`src/rtl/debug_pkg.sv`:
```
// debug_pkg: types and constants shared by the JTAG debug controller.
//   - dbg_op_e     : JTAG debug instruction opcodes
//   - dbg_state_e  : controller FSM states
//   - dbg_sticky_t : sticky error flags
//   - Stat*        : bit positions of the STATUS capture word
//   - status_word(): packs sticky flags and live status into the capture word
package debug_pkg;

   parameter int unsigned TimeoutDefault = 255;

   typedef enum logic [7:0] {
      OpNop     = 8'h00,
      OpPause   = 8'h01,
      OpResume  = 8'h02,
      OpSetAddr = 8'h03,
      OpWrite   = 8'h04,
      OpRead    = 8'h05,
      OpStatus  = 8'h06,
      OpClrErr  = 8'h07
   } dbg_op_e;

   typedef enum logic [1:0] {
      StIdle      = 2'd0,
      StPauseWait = 2'd1,
      StMemWait   = 2'd2
   } dbg_state_e;

   localparam int unsigned StatCorePaused = 0;
   localparam int unsigned StatBusy       = 1;
   localparam int unsigned StatOverrun    = 2;
   localparam int unsigned StatBadInstr   = 3;
   localparam int unsigned StatTimeout    = 4;
   localparam int unsigned StatDenied     = 5;

   typedef struct packed {
      logic denied;
      logic timeout;
      logic bad_instr;
      logic overrun;
   } dbg_sticky_t;

   function automatic logic [15:0] status_word(input dbg_sticky_t sticky, input logic busy,
                                               input logic core_paused);
      logic [15:0] w;
      w                 = '0;
      w[StatDenied]     = sticky.denied;
      w[StatTimeout]    = sticky.timeout;
      w[StatBadInstr]   = sticky.bad_instr;
      w[StatOverrun]    = sticky.overrun;
      w[StatBusy]       = busy;
      w[StatCorePaused] = core_paused;
      return w;
   endfunction

endpackage

```
`src/rtl/debug_timeout_ctr.sv`:
```
// debug_timeout_ctr: loadable down-counter used to bound the controller's wait states.
//   clk, rst  : clock, asynchronous active-high reset
//   load      : (re)start the count from load_val; pulsed on wait-state entry
//   load_val  : start value (wait budget minus one)
//   enable    : high while the controller is waiting; counts down one per cycle
//   expired   : high in the last budgeted cycle of a wait (count reached zero)
module debug_timeout_ctr #(
   parameter int unsigned Width = 8
) (
   input  logic             clk,
   input  logic             rst,
   input  logic             load,
   input  logic [Width-1:0] load_val,
   input  logic             enable,
   output logic             expired
);

   logic [Width-1:0] cnt_q, cnt_d;

   always_comb begin
      cnt_d = cnt_q;
      if (load) begin
         cnt_d = load_val;
      end else if (enable && (cnt_q != '0)) begin
         cnt_d = cnt_q - 1'b1;
      end
   end

   always_ff @(posedge clk or posedge rst) begin
      if (rst) begin
         cnt_q <= '0;
      end else begin
         cnt_q <= cnt_d;
      end
   end

   assign expired = enable && (cnt_q == '0);

endmodule

```
`src/rtl/jtag_debug_ctrl.sv`:
```
// jtag_debug_ctrl: executes debug commands delivered by a JTAG TAP on Update-DR.
// Commands pause/resume the core, set a word address, perform single memory
// reads/writes (only while the core is halted) and report status.
//   clk, rst                  : clock, asynchronous active-high reset
//   upd_valid/instr/data      : command strobe, opcode and operand from the TAP
//   cap_valid, cap_data       : result word for the next Capture-DR, with strobe
//   core_pause, core_paused   : halt request to the core and its acknowledge
//   mem_req/we/addr/wdata     : memory request, held until mem_ack
//   mem_rdata, mem_ack        : read data and one-cycle completion
//   busy                      : controller is waiting on the core or memory
module jtag_debug_ctrl
   import debug_pkg::*;
#(
   parameter int unsigned TIMEOUT = TimeoutDefault
) (
   input  logic        clk,
   input  logic        rst,
   input  logic        upd_valid,
   input  logic [7:0]  upd_instr,
   input  logic [15:0] upd_data,
   output logic        cap_valid,
   output logic [15:0] cap_data,
   output logic        core_pause,
   input  logic        core_paused,
   output logic        mem_req,
   output logic        mem_we,
   output logic [15:0] mem_addr,
   output logic [15:0] mem_wdata,
   input  logic [15:0] mem_rdata,
   input  logic        mem_ack,
   output logic        busy
);

   localparam int unsigned CntW = $clog2(TIMEOUT + 1);
   // Loaded on entry; reaching zero marks the TIMEOUT-th cycle spent waiting.
   localparam logic [CntW-1:0] TmoLoad = CntW'(TIMEOUT - 1);

   dbg_state_e  state_q, state_d;
   logic [15:0] addr_q, addr_d;
   dbg_sticky_t sticky_q, sticky_d;
   logic        core_pause_q, core_pause_d;
   logic        mem_req_q, mem_req_d;
   logic        mem_we_q, mem_we_d;
   logic [15:0] mem_wdata_q, mem_wdata_d;
   logic [15:0] cap_data_q, cap_data_d;
   logic        cap_valid_q, cap_valid_d;
   logic        tmo_load, tmo_expired, in_wait;

   assign in_wait = (state_q != StIdle);

   debug_timeout_ctr #(
      .Width (CntW)
   ) u_timeout_ctr (
      .clk      (clk),
      .rst      (rst),
      .load     (tmo_load),
      .load_val (TmoLoad),
      .enable   (in_wait),
      .expired  (tmo_expired)
   );

   always_comb begin
      state_d      = state_q;
      addr_d       = addr_q;
      sticky_d     = sticky_q;
      core_pause_d = core_pause_q;
      mem_req_d    = mem_req_q;
      mem_we_d     = mem_we_q;
      mem_wdata_d  = mem_wdata_q;
      cap_data_d   = cap_data_q;
      cap_valid_d  = 1'b0;
      tmo_load     = 1'b0;

      case (state_q)
         StIdle: begin
            if (upd_valid) begin
               case (upd_instr)
                  OpNop: ;
                  OpPause: begin
                     core_pause_d = 1'b1;
                     state_d      = StPauseWait;
                     tmo_load     = 1'b1;
                  end
                  OpResume:  core_pause_d = 1'b0;
                  OpSetAddr: addr_d = upd_data;
                  OpWrite, OpRead: begin
                     if (core_paused) begin
                        mem_req_d   = 1'b1;
                        mem_we_d    = (upd_instr == OpWrite);
                        mem_wdata_d = upd_data;
                        state_d     = StMemWait;
                        tmo_load    = 1'b1;
                     end else begin
                        sticky_d.denied = 1'b1;
                     end
                  end
                  OpStatus: begin
                     cap_data_d  = status_word(sticky_q, busy, core_paused);
                     cap_valid_d = 1'b1;
                  end
                  OpClrErr: sticky_d = '0;
                  default:  sticky_d.bad_instr = 1'b1;
               endcase
            end
         end

         StPauseWait: begin
            if (upd_valid) sticky_d.overrun = 1'b1;
            if (core_paused) begin
               state_d = StIdle;
            end else if (tmo_expired) begin
               // The pause request stays asserted; only the wait is abandoned.
               sticky_d.timeout = 1'b1;
               state_d          = StIdle;
            end
         end

         StMemWait: begin
            if (upd_valid) sticky_d.overrun = 1'b1;
            if (mem_ack) begin
               mem_req_d = 1'b0;
               state_d   = StIdle;
               addr_d    = addr_q + 16'd1;
               if (!mem_we_q) begin
                  cap_data_d  = mem_rdata;
                  cap_valid_d = 1'b1;
               end
            end else if (tmo_expired) begin
               mem_req_d        = 1'b0;
               sticky_d.timeout = 1'b1;
               state_d          = StIdle;
            end
         end

         default: state_d = StIdle;
      endcase
   end

   always_ff @(posedge clk or posedge rst) begin
      if (rst) begin
         state_q      <= StIdle;
         addr_q       <= '0;
         sticky_q     <= '0;
         core_pause_q <= 1'b0;
         mem_req_q    <= 1'b0;
         mem_we_q     <= 1'b0;
         mem_wdata_q  <= '0;
         cap_data_q   <= '0;
         cap_valid_q  <= 1'b0;
      end else begin
         state_q      <= state_d;
         addr_q       <= addr_d;
         sticky_q     <= sticky_d;
         core_pause_q <= core_pause_d;
         mem_req_q    <= mem_req_d;
         mem_we_q     <= mem_we_d;
         mem_wdata_q  <= mem_wdata_d;
         cap_data_q   <= cap_data_d;
         cap_valid_q  <= cap_valid_d;
      end
   end

   assign busy       = in_wait;
   assign cap_valid  = cap_valid_q;
   assign cap_data   = cap_data_q;
   assign core_pause = core_pause_q;
   assign mem_req    = mem_req_q;
   assign mem_we     = mem_we_q;
   assign mem_addr   = addr_q;
   assign mem_wdata  = mem_wdata_q;

endmodule

```
`config.mk`:
```
export PLATFORM = sky130hd
export DESIGN_NAME = jtag_debug_ctrl
export DESIGN_NICKNAME = d
export VERILOG_FILES = /design/src/rtl/debug_pkg.sv /design/src/rtl/debug_timeout_ctr.sv /design/src/rtl/jtag_debug_ctrl.sv
export SDC_FILE = /design/constraint.sdc
export NUM_CORES = 1
export LEC_CHECK = 0
export BUFFER_PORTS_ARGS = -buffer_cell sky130_fd_sc_hd__buf_2
export CAP_MARGIN = 20
export CORE_ASPECT_RATIO = 0.9
export CORE_MARGIN = 2
export CORE_UTILIZATION = 35
export DETAILED_ROUTE_END_ITERATION = 10
export SLEW_MARGIN = 20
export SYNTH_ARGS = -nofsm -noshare
export SYNTH_HDL_FRONTEND = slang
export SYNTH_SLANG_ARGS = --single-unit
```
`constraint.sdc`:
```
create_clock -name clk -period 2.16 [get_ports clk]
set_clock_uncertainty 0.1 [all_clocks]
set_input_delay 0.216 -clock clk [delete_from_list [all_inputs] [get_ports clk]]
set_output_delay 0.216 -clock clk [all_outputs]
set_load 0.05 [all_outputs]
```
==> results.txt, run 1 <==
- After synthesis, the share of flip-flops with an asynchronous set or reset is 100%.
- The first global-routing pass estimated 15700 um of wire.
- After routing the design area is roughly 4700 um^2.
- Max Freq: 480 MHz
- Initial core utilization: 35.5%
- Maximum number of pins on one net before global-route repair: 43
- Worst voltage drop across the vdd grid: 0.524 mV
* Normalized max-slew margin: 59.2%
- Setup violations remaining at the end of the flow were counted as 0.
- After synthesis the netlist holds a flip-flop and latch count of 66.
- In this run the power density over the cells is approximately 1100 nW/um^2.
* HPWL after DPL: between 6000 and 7000 um
* Die height: ~100 um
- Warning count from the yosys run: 0
- The number of different library cells used by synthesis comes to 52.
* Run status: finished, final reports clean
- Inserted Clock Buffers: 9
* Critical register-to-register path endpoint: u_timeout_ctr.cnt_q[0]
- Cell at the root of the clock tree: clkbuf_16
* Commonest cells in the synthesized netlist: dfrtp_1, mux2_2, nand2_1
* Post-Syn Nets: between 400 and 500
* Number of buffers inserted by post-CTS setup repair: 0
* Switching Share: 41.6%
* Area delta synth->final: 30.9%
- Critical path startpoint category: register
- TritonCTS built the clock tree.
- CTS sink cnt: 66
- Clock power frac: 29.5%
- Data arrives at the worst endpoint at approximately 2.2 ns.
* Worst-case clock buffer depth: 2
- GRT overflow: 0
- For hold timing, the worst endpoint is mem_wdata[2].
* Io pins: 98
- Final hold slack: approximately 0.042 ns
* Class of the most critical setup path: register to register
- The worst register-to-register path has a depth of 6.
- Required time worst endpoint: 2.26 ns
- Average footprint of a synthesized cell: 10.1 um^2
- Of all cell types, the one taking the most synthesized area is dfrtp_1.
- The worst hold path begins at upd_data[2].
- Top post-synthesis cells by area: dfrtp_1, mux2_2, mux2i_1
* Horiz. Die Dim: 111 um
- The detail route stage leaves a number of antenna-violating nets equal to 0.
- After detailed routing, the number of remaining DRC violations is 0.
- Buffers added on ports: 97
- Final Hold Vio Count: 0
* Cells after Synth: 356
* Class of the tightest hold or removal check: input pin to register
- Most frequent cell after synthesis: dfrtp_1
* EDFF count, synth: 0
- Total Routing Usage GR: 17.6%
- Internal power comes to 3.09 mW.
- The analysis attributes to net switching a power of 2.20 mW.
- Antenna violations before repair: 0
- Post-detailed-route via-to-cell ratio: 5.32
- Total placed instance area: about 4400 um^2
- The share of total power dissipated in sequential elements is between 30 and 40%.
- Biggest fanout along the worst timing path: 7
* Number of cell rows: 35
- Dividing the detail-routed wire length by the instance count gives 15.4 um.
* Post-CTS clock slew at the launch and capture registers of the worst setup and hold paths: 0.06 ns
- The congestion estimate from routability-driven global placement came to 0.854.
- Count of nets after finishing: 520
- The number of pins exceeding their max-slew limit in the final report came to 0.
- CTS H-Tree Depth: 3
- Summed over all layers, the routed wires come to 9290 um.
- Fraction of the yosys area taken by sequential cells: 45.9%
- Area of the die: around 11000 um^2
* Combinational cell fraction of total power: 36.7%
- The synthesized netlist occupies a cell area of 3590 um^2.
- Max-cap violations in this run came to 0.
- The worst setup path is captured at a register.
- The number of global-route vias before repair is 3094.
* Post-layout util: 46.5%
* Reg-to-reg setup timing slack: between 0.07 and 0.08 ns
* Final worst-path cycle share: 96.4%
- In this run the static leakage power is 2.17 nW.
- The worst register-to-register path begins at state_q[0].
* Via Count: around 3200
- Summed over its instances, the top area cell type makes up 45.9% of the synthesized netlist area.
* Number of instances in the placed design: 585
* Number of diodes: 0
* Number of standard cells in the final layout excluding fillers: 602
- Number of cells on the worst hold path: 2
* Measured slew at the worst slew-check pin: 0.597 ns
* First-pass DRT Iterations: 5
- Core ar.: approximately 10000 um^2
- The detailed router finished its first iteration with 173 violations.
- In the synthesized netlist the dominant register cell turns out to be dfrtp_1.
- Setup repair after global routing could not meet its margin everywhere.
- Worst-Skew Late Latency: 0.33 ns
* Fraction of final layout cells with drive strength greater than 1: 37.0%
* Clock period minus worst slack: 2.08 ns
## layout by cell type (no fill, tap or decap), drive strengths merged, types with 3 or more instances in the layout
master	count
nand4	6
o31a	4
o22a	6
xor2	3
inv	20
or3	5
nor4	7
a31oi	5
nand2b	8
nor2	15
nor3	9
mux2i	12
o21ai	16
a211oi	7
o211ai	3
clkbuf	10
dfrtp	66
a21oi	13
and3	5
or4	8
ha	7
buf	124
a2111oi	3
clkinv	4
nand3	14
mux2	28
nand2	27
a2bb2oi	6
## cell families (layout without fill, tap and decap cells)
group	Yosys count	in the layout	share of synthesized area [%]
AO/OA/AOI/OAI	80	80	15.6
XOR/XNOR	5	5	1.22
adder cells (fa/ha/maj)	7	7	2.44
buffers and inverters	44	161	5.57
flip-flops	66	66	45.9
multiplexers	40	40	12.1
AND/OR/NAND/NOR	114	114	17.1
## final cells by class
cell class,instances,area [um^2]
Fill cell,980,5410
Multi-Input combinational cell,246,1750
Sequential cell,66,1650
Timing Repair Buffer,125,748
Clock buffer,10,229
Tap cell,129,161
Clock inverter,6,91.3
Inverter,20,75.1
## critical path, cell delays in order (launching register included)
cell and delay [ns]:
dfrtp_1 0.41, inv_1 0.13, ha_2 0.28, nand2_2 0.12, or3_1 0.41, or2_2 0.36, a21boi_0 0.14
## how the worst max path moves through the flow
| stage | to | slack [ns] | start |
|---|---|---|---|
| after floorplan | mem_wdata[0] | -0.0009 | upd_instr[3] |
| after global placement | cap_data[1] | 0.01 | upd_instr[3] |
| after detailed placement | cap_data[12] | -0.05 | upd_instr[3] |
| after CTS | u_timeout_ctr.cnt_q[0] | 0.004 | state_q[0] |
| after global routing | u_timeout_ctr.cnt_q[0] | -0.03 | state_q[0] |
| final | u_timeout_ctr.cnt_q[0] | 0.08 | state_q[0] |
## metrics by stage
stage / setup TNS, ns / total power, mW / setup slack, ns
6_report: 0 / 5.29 / 0.0783
5_1_grt: -0.0575 / 5.58 / -0.0276
4_1_cts: 0 / 5.35 / 0.00380
3_5_place_dp: -0.318 / 3.76 / -0.0467
3_3_place_gp: 0 / 3.73 / 0.00963
2_1_floorplan: -0.00717 / 3.21 / -0.000896
## registers in the layout, summed over array words and instances, names as in the netlist
register	count
cap_data	16
cap_valid	1
core_pause	1
mem_addr	16
mem_req	1
mem_wdata	16
mem_we	1
state_q	2
sticky_q	4
u_timeout_ctr.cnt_q	8
## per-layer routing
metal  up-vias  track usage [%]  routed length (um)
met2       131             27.5                4150
li1       1531                -                   -
met4         0             5.96                 159
met1      1526             24.3                4350
met3        14             3.99                 630
met5         -                0                   0
## timing repair
| action | 4_1_cts | 5_1_grt |
|---|---|---|
| hold buffers | 1 | 0 |
| setup endpoints to repair | 0 | 32 |
| gates resized for setup | 0 | 1 |
| endpoints found under the hold margin | 18 | 0 |
## power by group through the flow
| stage | Combinational [mW] | Sequential (mW) | Clock (mW) |
|---|---|---|---|
| finish | 1.94 | 1.79 | 1.56 |
| global route | 2.09 | 1.84 | 1.65 |
| CTS | 1.96 | 1.78 | 1.60 |
| detailed placement | 1.95 | 1.80 | 0 |
| global placement | 1.94 | 1.79 | 0 |
| floorplan | 0.613 | 2.60 | 0 |
Power figures use the tool's default switching activity.
==> inputs of run 2 (changes only) <==
--- a/config.mk
+++ b/config.mk
@@ -10,3 +10,3 @@
 export CORE_ASPECT_RATIO = 0.9
-export CORE_MARGIN = 2
+export CORE_MARGIN = 10
 export CORE_UTILIZATION = 35
==> constraint.sdc (replaced) <==
create_clock -name clk -period 2.16 [get_ports clk]
set_clock_uncertainty 0.1 [all_clocks]
set_input_delay 0.108 -clock clk [delete_from_list [all_inputs] [get_ports clk]]
set_output_delay 0.108 -clock clk [all_outputs]
set_load 0.05 [all_outputs]
==> run 2 against run 1 <==
Against the previous run: via count is 2.6% higher; count of clock-buffer cells in the layout is 2 higher; utilization is 2.2 points higher; non-clock buffer count is 21 higher; hold slack worse by 0.036 ns; power hardly changed; global-route usage is 3.3 points lower; final area is 4.6% higher; critical path type unchanged.
==> results.txt, run 2 (synthesis results as in run 1) <==
- The first-pass GRT wire length came to 17300 um (+10%).
- The detailed-routing iteration count for the pre-antenna-repair pass is 4 (-1).
* Worst-case clock buffer depth: 2 (unchanged)
- The worst setup path is captured at a register.
- Leaving out fill and tap cells, the most frequent cell in the layout is buf_2.
* Via Count: 3286 (+2.6%)
- The number of pins exceeding their max-slew limit in the final report was 0 (unchanged).
- The number of global-route vias before repair came to 3370 (+8.9%).
- The critical path is of the register to register type.
- The worst endpoint data arrival time came to 2.17 ns (about the same).
* Cell at the root of the clock tree: clkbuf_16
- The run finished with clean final reports.
- The number of top-level design ports came to 98 (unchanged).
* Final Hold Vio Count: 0 (unchanged)
- Count of nets after finishing: 541 (+4.0%)
- In this run the critical register-to-register path is captured at mem_wdata[6].
* Horiz. Die Dim: 127 um (+14%)
* Normalized max-slew margin: 69.1% (+9.9 points)
- Measured slew at the worst slew-check pin: 0.452 ns (-0.145 ns)
- The cell depth of the worst flop-to-flop path is 6 (unchanged).
- Worst voltage drop across the vdd grid: 0.613 mV (+17%)
- Buffers added on ports: 97 (unchanged)
- Number of buffers inserted by post-CTS setup repair: 0 (unchanged)
* Power density over cell area: 1070 nW/um^2 (-4.4%)
* # DRC: 0 (unchanged)
* Required time worst endpoint: 2.28 ns (+0.02 ns)
- The number of cell rows was 35 (unchanged).
- The vertical die dimension is 116 um (+16%).
* Total Routing Usage GR: 14.3% (-3.3 points)
- Reg-to-reg setup timing slack: 0.12 ns (+0.04 ns)
- Antenna violations before repair: 0 (unchanged)
* GRT overflow: 0 (unchanged)
- Core ar.: 10100 um^2 (unchanged)
- The sum of internal, switching and leakage power is 5.29 mW (about the same).
* Post-detailed-route via-to-cell ratio: 5.27 (-0.84%)
- Following the worst setup path forward leads to its endpoint at mem_wdata[6].
- The initial standard-cell utilization of the core came to 35.5% (unchanged).
- The number of antenna-violating nets in the routed design was 0 (unchanged).
- The half-perimeter wire length after placement is 7710 um (+11%).
- The final routed wire length divided by cell count is 17.0 um (+9.9%).
- Routed WL: 10600 um (+14%)
- The proportion of layout cells with a drive suffix above 1 was 34.4% (-2.6 points).
* Final worst-path cycle share: 94.6% (-1.7 points)
- CTS sink cnt: 66 (unchanged)
- The clock slew seen by the registers of the worst setup and hold paths came to 0.06 ns (about the same).
- Final standard cell area without fillers: 4920 um^2 (+4.6%)
- The number of DRC markers after the initial detailed-route iteration is 250 (+45%).
- Worst-Skew Late Latency: 0.34 ns (about the same)
* Max Freq: 489 MHz (+1.8%)
- The TritonCTS buffer count was 9 (unchanged).
- Clock tree from TritonCTS: yes
- Class of the tightest hold or removal check: input pin to register
* Most used cells in the layout excluding fill and tap cells: buf_2, dfrtp_1, dlygate4sd3_1, mux2_2, nand2_1
* Source of the critical timing path: state_q[0]
- The startpoint identified for the worst register-to-register timing path is state_q[0].
- Area of the die: 14700 um^2 (+33%)
- Critical path startpoint category: register
- The static power due to leakage was 2.25 nW (+3.4%).
* Area delta synth->final: 37.0%
- The number of setup violations in the final report came to 0 (unchanged).
- Total placed instance area: 4310 um^2 (-1.5%)
- Number of diodes: 0 (unchanged)
* RSZ-0062 raised after global routing: no
- The top fanout value on the critical path was 13 (+6).
* CTS H-Tree Depth: 3 (unchanged)
- The minimum clock period after layout came to 2.04 ns (-0.0375 ns).
* Maximum number of pins on one net before global-route repair: 43 (unchanged)
- Reported max-cap violation count: 0 (unchanged)
- The global placement routability congestion came to 0.832 (-2.6%).
==> run 2: changes by cell type in the layout (fill, tap and decap cells not counted), sizes merged <==
| cell | change |
|---|---|
| clkbuf | +2 |
| clkinvlp | +2 |
| clkinv | -3 |
| dlygate4sd3 | +28 |
| bufinv | -1 |
| buf | -7 |
==> run 2: worst min path at each step <==
| stage | startpoint | end | cells past startpoint |
|---|---|---|---|
| 2_1_floorplan | upd_instr[0] | mem_we | 1 |
| 3_5_place_dp | rst | cap_data[11] | 2 |
| 4_1_cts | upd_instr[1] | cap_valid | 3 |
| 3_3_place_gp | rst | cap_data[11] | 2 |
| 5_1_grt | mem_rdata[2] | cap_data[2] | 3 |
| 6_report | upd_instr[1] | cap_valid | 3 |
==> run 2: timing repair <==
item,4_1_cts,5_1_grt
gates resized for setup,0,7
hold endpoints to repair,48,0
hold buffers,29,0
setup endpoints to repair,0,18
==> run 2: per-layer routing <==
layer	vias up	track usage, %	routed length (um)
met1	1577	17.8	4700
li1	1580	-	-
met4	0	4.70	121
met5	-	0	0
met2	116	22.6	4810
met3	13	5.13	938
==> run 2: layout make-up <==
class | count | area (um^2)
clock buffers | 12 | 256
clock inverters | 4 | 50.0
fillers | 955 | 5190
inverters | 20 | 75.1
multi-input cells | 246 | 1760
flip-flops and latches | 66 | 1650
well taps | 129 | 161
repair buffers | 146 | 967
==> run 2: power by group <==
group | switching [mW] | internal [mW] | leakage (nW) | total, mW
clock network | 0.551 | 0.954 | 0.145 | 1.50
logic | 1.41 | 0.582 | 1.27 | 1.99
registers | 0.280 | 1.52 | 0.832 | 1.80
==> run 2: worst max-delay path, stage by stage, from the launching register on <==
cell and delay (ns):
dfrtp_1 0.40, inv_1 0.13, ha_2 0.23, nand2_2 0.11
nor4_4 0.36, buf_6 0.24, mux2_2 0.35
==> run 2: per-stage QoR <==
stage / setup TNS (ns) / utilization [%] / cells / hold WS (ns) / setup slack [ns]
finish: 0 / 48.7 / 623 / 0.00527 / 0.116
global route: 0 / 48.7 / 623 / 0.0295 / 0.0363
CTS: 0 / 48.5 / 623 / 0.00562 / 0.0575
detailed placement: -0.0138 / 42.6 / 578 / 0.0525 / -0.00742
global placement: 0 / 42.6 / 578 / 0.0460 / 0.0188
floorplan: 0 / - / 356 / 0.0927 / 0.00446
==> inputs of run 3 (changes only) <==
- CTS_BUF_LIST: unset -> sky130_fd_sc_hd__clkbuf_2
==> run 3 against run 2 <==
Against the previous run: first-iteration DRC count shrank 30%; count of clock-buffer cells in the layout shrank 2; register-to-register slack is essentially flat; critical endpoint is now cap_data[1]; largest cell class unchanged; wire length grew 1.2%; critical path depth grew 1.
==> results.txt, run 3 (synthesis results as in run 1) <==
- The maximum vdd ir drop is 0.595 mV (-2.8%).
- Routed WL: 10700 um (+1.2%)
- The final routed wire length divided by cell count is 16.6 um (-2.1%).
- The number of DRC markers after the initial detailed-route iteration was 176 (-30%).
- Number of cell rows: 35 (unchanged)
* Run status: finished, final reports clean
* Area delta synth->final: 37.0% (about the same)
* Filler cell count in the final layout: 952 (-0.31%)
* HPWL after DPL: 7710 um (unchanged)
* Final worst-path cycle share: 97.3% (+2.7 points)
- The post-placement worst setup slack was -0.00742 ns (unchanged).
- Clock period minus worst slack: 2.10 ns (+0.0581 ns)
* Static leakage: 2.26 nW (+0.48%)
- The worst endpoint required time came to 2.48 ns (+0.20 ns).
- Arrival time at the worst endpoint: 2.43 ns (+0.26 ns)
- Final Power: 4.53 mW (-14%)
- Total placed instance area: 4310 um^2 (unchanged)
- The number of antenna-violating nets in the routed design came to 0 (unchanged).
- The tightest min-delay check is of the input pin to register type.
* Via Count: 3370 (+2.6%)
* Fraction of final layout cells with drive strength greater than 1: 33.4% (-1.0 points)
* Final standard cell area without fillers: 4920 um^2 (about the same)
* Min setup slack post-route: 0.0576 ns (-0.0581 ns)
- Number of diodes: 0 (unchanged)
- CTS sink cnt: 66 (unchanged)
- Most used cells in the layout excluding fill and tap cells: buf_2, dfrtp_1, dlygate4sd3_1, mux2_2, nand2_1
* Power density over cell area: 921 nW/um^2 (-14%)
* Number of cells on the worst hold path: 3 (unchanged)
- The number of max-cap violations was 0 (unchanged).
* First-pass DRT Iterations: 4 (unchanged)
- The transition time at the pin with the least slew margin is 0.518 ns (+0.0662 ns).
- The sequential cell area was 1650 um^2 (unchanged).
* GRT overflow: 0 (unchanged)
* Worst-case clock buffer depth: 2 (unchanged)
- CTS H-Tree Depth: 3 (unchanged)
- Total Routing Usage GR: 14.4% (+0.11 points)
* Buffers added on ports: 97 (unchanged)
- Horiz. Die Dim: 127 um (unchanged)
* Antenna violations before repair: 0 (unchanged)
- The worst setup path is launched from an input pin.
* Max Freq: 476 MHz (-2.8%)
- The number of global-route vias before repair came to 3457 (+2.6%).
* Final Hold Vio Count: 0 (unchanged)
* Global placement routability congestion: 0.832 (unchanged)
- Setup repair after global routing left no endpoint under its margin.
- Area of the die: 14700 um^2 (unchanged)
* Global-route wire length before repair: 17400 um (+1.0%)
* Post-detailed-route via-to-cell ratio: 5.23 (-0.79%)
* Biggest fanout along the worst timing path: 8 (-5)
- The number of setup violations in the final report was 0 (unchanged).
- Maximum number of pins on one net before global-route repair: 43 (unchanged)
- The relative slew slack is 64.6% (-4.5 points).
- The area of the multi-input gates is 1760 um^2 (-0.36%).
- Kind of capture point of the worst setup path: register
* Worst-Skew Late Latency: 0.52 ns (+0.18 ns)
- The number of top-level design ports is 98 (unchanged).
* Leading cell type in the layout, fill and taps excluded: buf_2
* R2r worst-path depth: 4 (-2)
* Final-layout setup total negative slack: 0 ns (unchanged)
* Cell at the root of the clock tree: clkbuf_2
- TritonCTS built the clock tree.
- Count of nets after finishing: 562 (+3.9%)
- The clock slew seen by the registers of the worst setup and hold paths is 0.19 ns (+0.13 ns).
- The TritonCTS buffer count was 9 (unchanged).
* Core ar.: 10100 um^2 (unchanged)
- Slew Limit Fails: 0 (unchanged)
* Die height: 116 um (unchanged)
* # DRC: 0 (unchanged)
* Initial core utilization: 35.5% (unchanged)
* Class of the most critical setup path: input pin to register
run 3: cell count changes in the layout (fill, tap and decap cells not counted), moves of 2 or more:
| cell | before | now |
|---|---|---|
| clkbuf_16 | 9 | 0 |
| clkbuf_2 | 0 | 10 |
| clkbuf_8 | 2 | 0 |
| clkinv_1 | 0 | 2 |
| dlygate4sd3_1 | 29 | 47 |
run 3: area by class of cell:
cell class | instances | share of cell area [%]
flip-flops and latches | 66 | 33.5
repair buffers | 167 | 23.8
clock buffers | 10 | 1.02
clock inverters | 6 | 1.17
well taps | 129 | 3.28
multi-input cells | 246 | 35.7
inverters | 20 | 1.52
run 3: final timing paths:
path                                      end  slack, ns              startpoint
worst max-delay path              cap_data[1]       0.06            upd_instr[3]
worst min-delay path            mem_wdata[13]       0.27            upd_data[13]
worst max register to register     state_q[0]       0.12  u_timeout_ctr.cnt_q[3]
worst min register to register    sticky_q[3]       0.42             sticky_q[3]
max in group asynchronous       mem_wdata[15]       0.68                     rst
min in group asynchronous        cap_data[12]       0.58                     rst
run 3: critical path, stage by stage:
cell and delay, ns:
dlygate4sd3_1 0.53, buf_2 0.12, or4_4 0.59, o41ai_1 0.35, o211a_1 0.27, buf_12 0.13, mux2_2 0.32
run 3: timing repair:
action | in CTS | in global routing
endpoints found under the setup margin | 0 | 26
hold buffers | 47 | 0
buffers inserted | 0 | 2
endpoints found under the hold margin | 124 | 0
resized for setup | 0 | 7
run 3: per-layer routing:
metal / track usage [%] / part of all wire (%) / vias up
li1: - / - / 1617
met1: 17.8 / 45 / 1627
met2: 23.3 / 46 / 112
met3: 5.22 / 7.8 / 14
met4: 3.87 / 1.3 / 0
met5: 0 / 0 / -
run 3: metrics by stage:
stage	util, %	hold WS, ns	std cells
2_1_floorplan	-	0.0927	356
3_3_place_gp	42.6	0.0460	578
3_5_place_dp	42.6	0.0525	578
4_1_cts	48.3	0.225	641
5_1_grt	48.7	0.226	644
6_report	48.7	0.266	644
run 3: power breakdown:
group,leakage [nW],internal [mW],total [mW],switching (mW)
clock network,0.0630,0.261,0.732,0.471
logic,1.36,0.606,2.02,1.41
registers,0.832,1.51,1.78,0.276
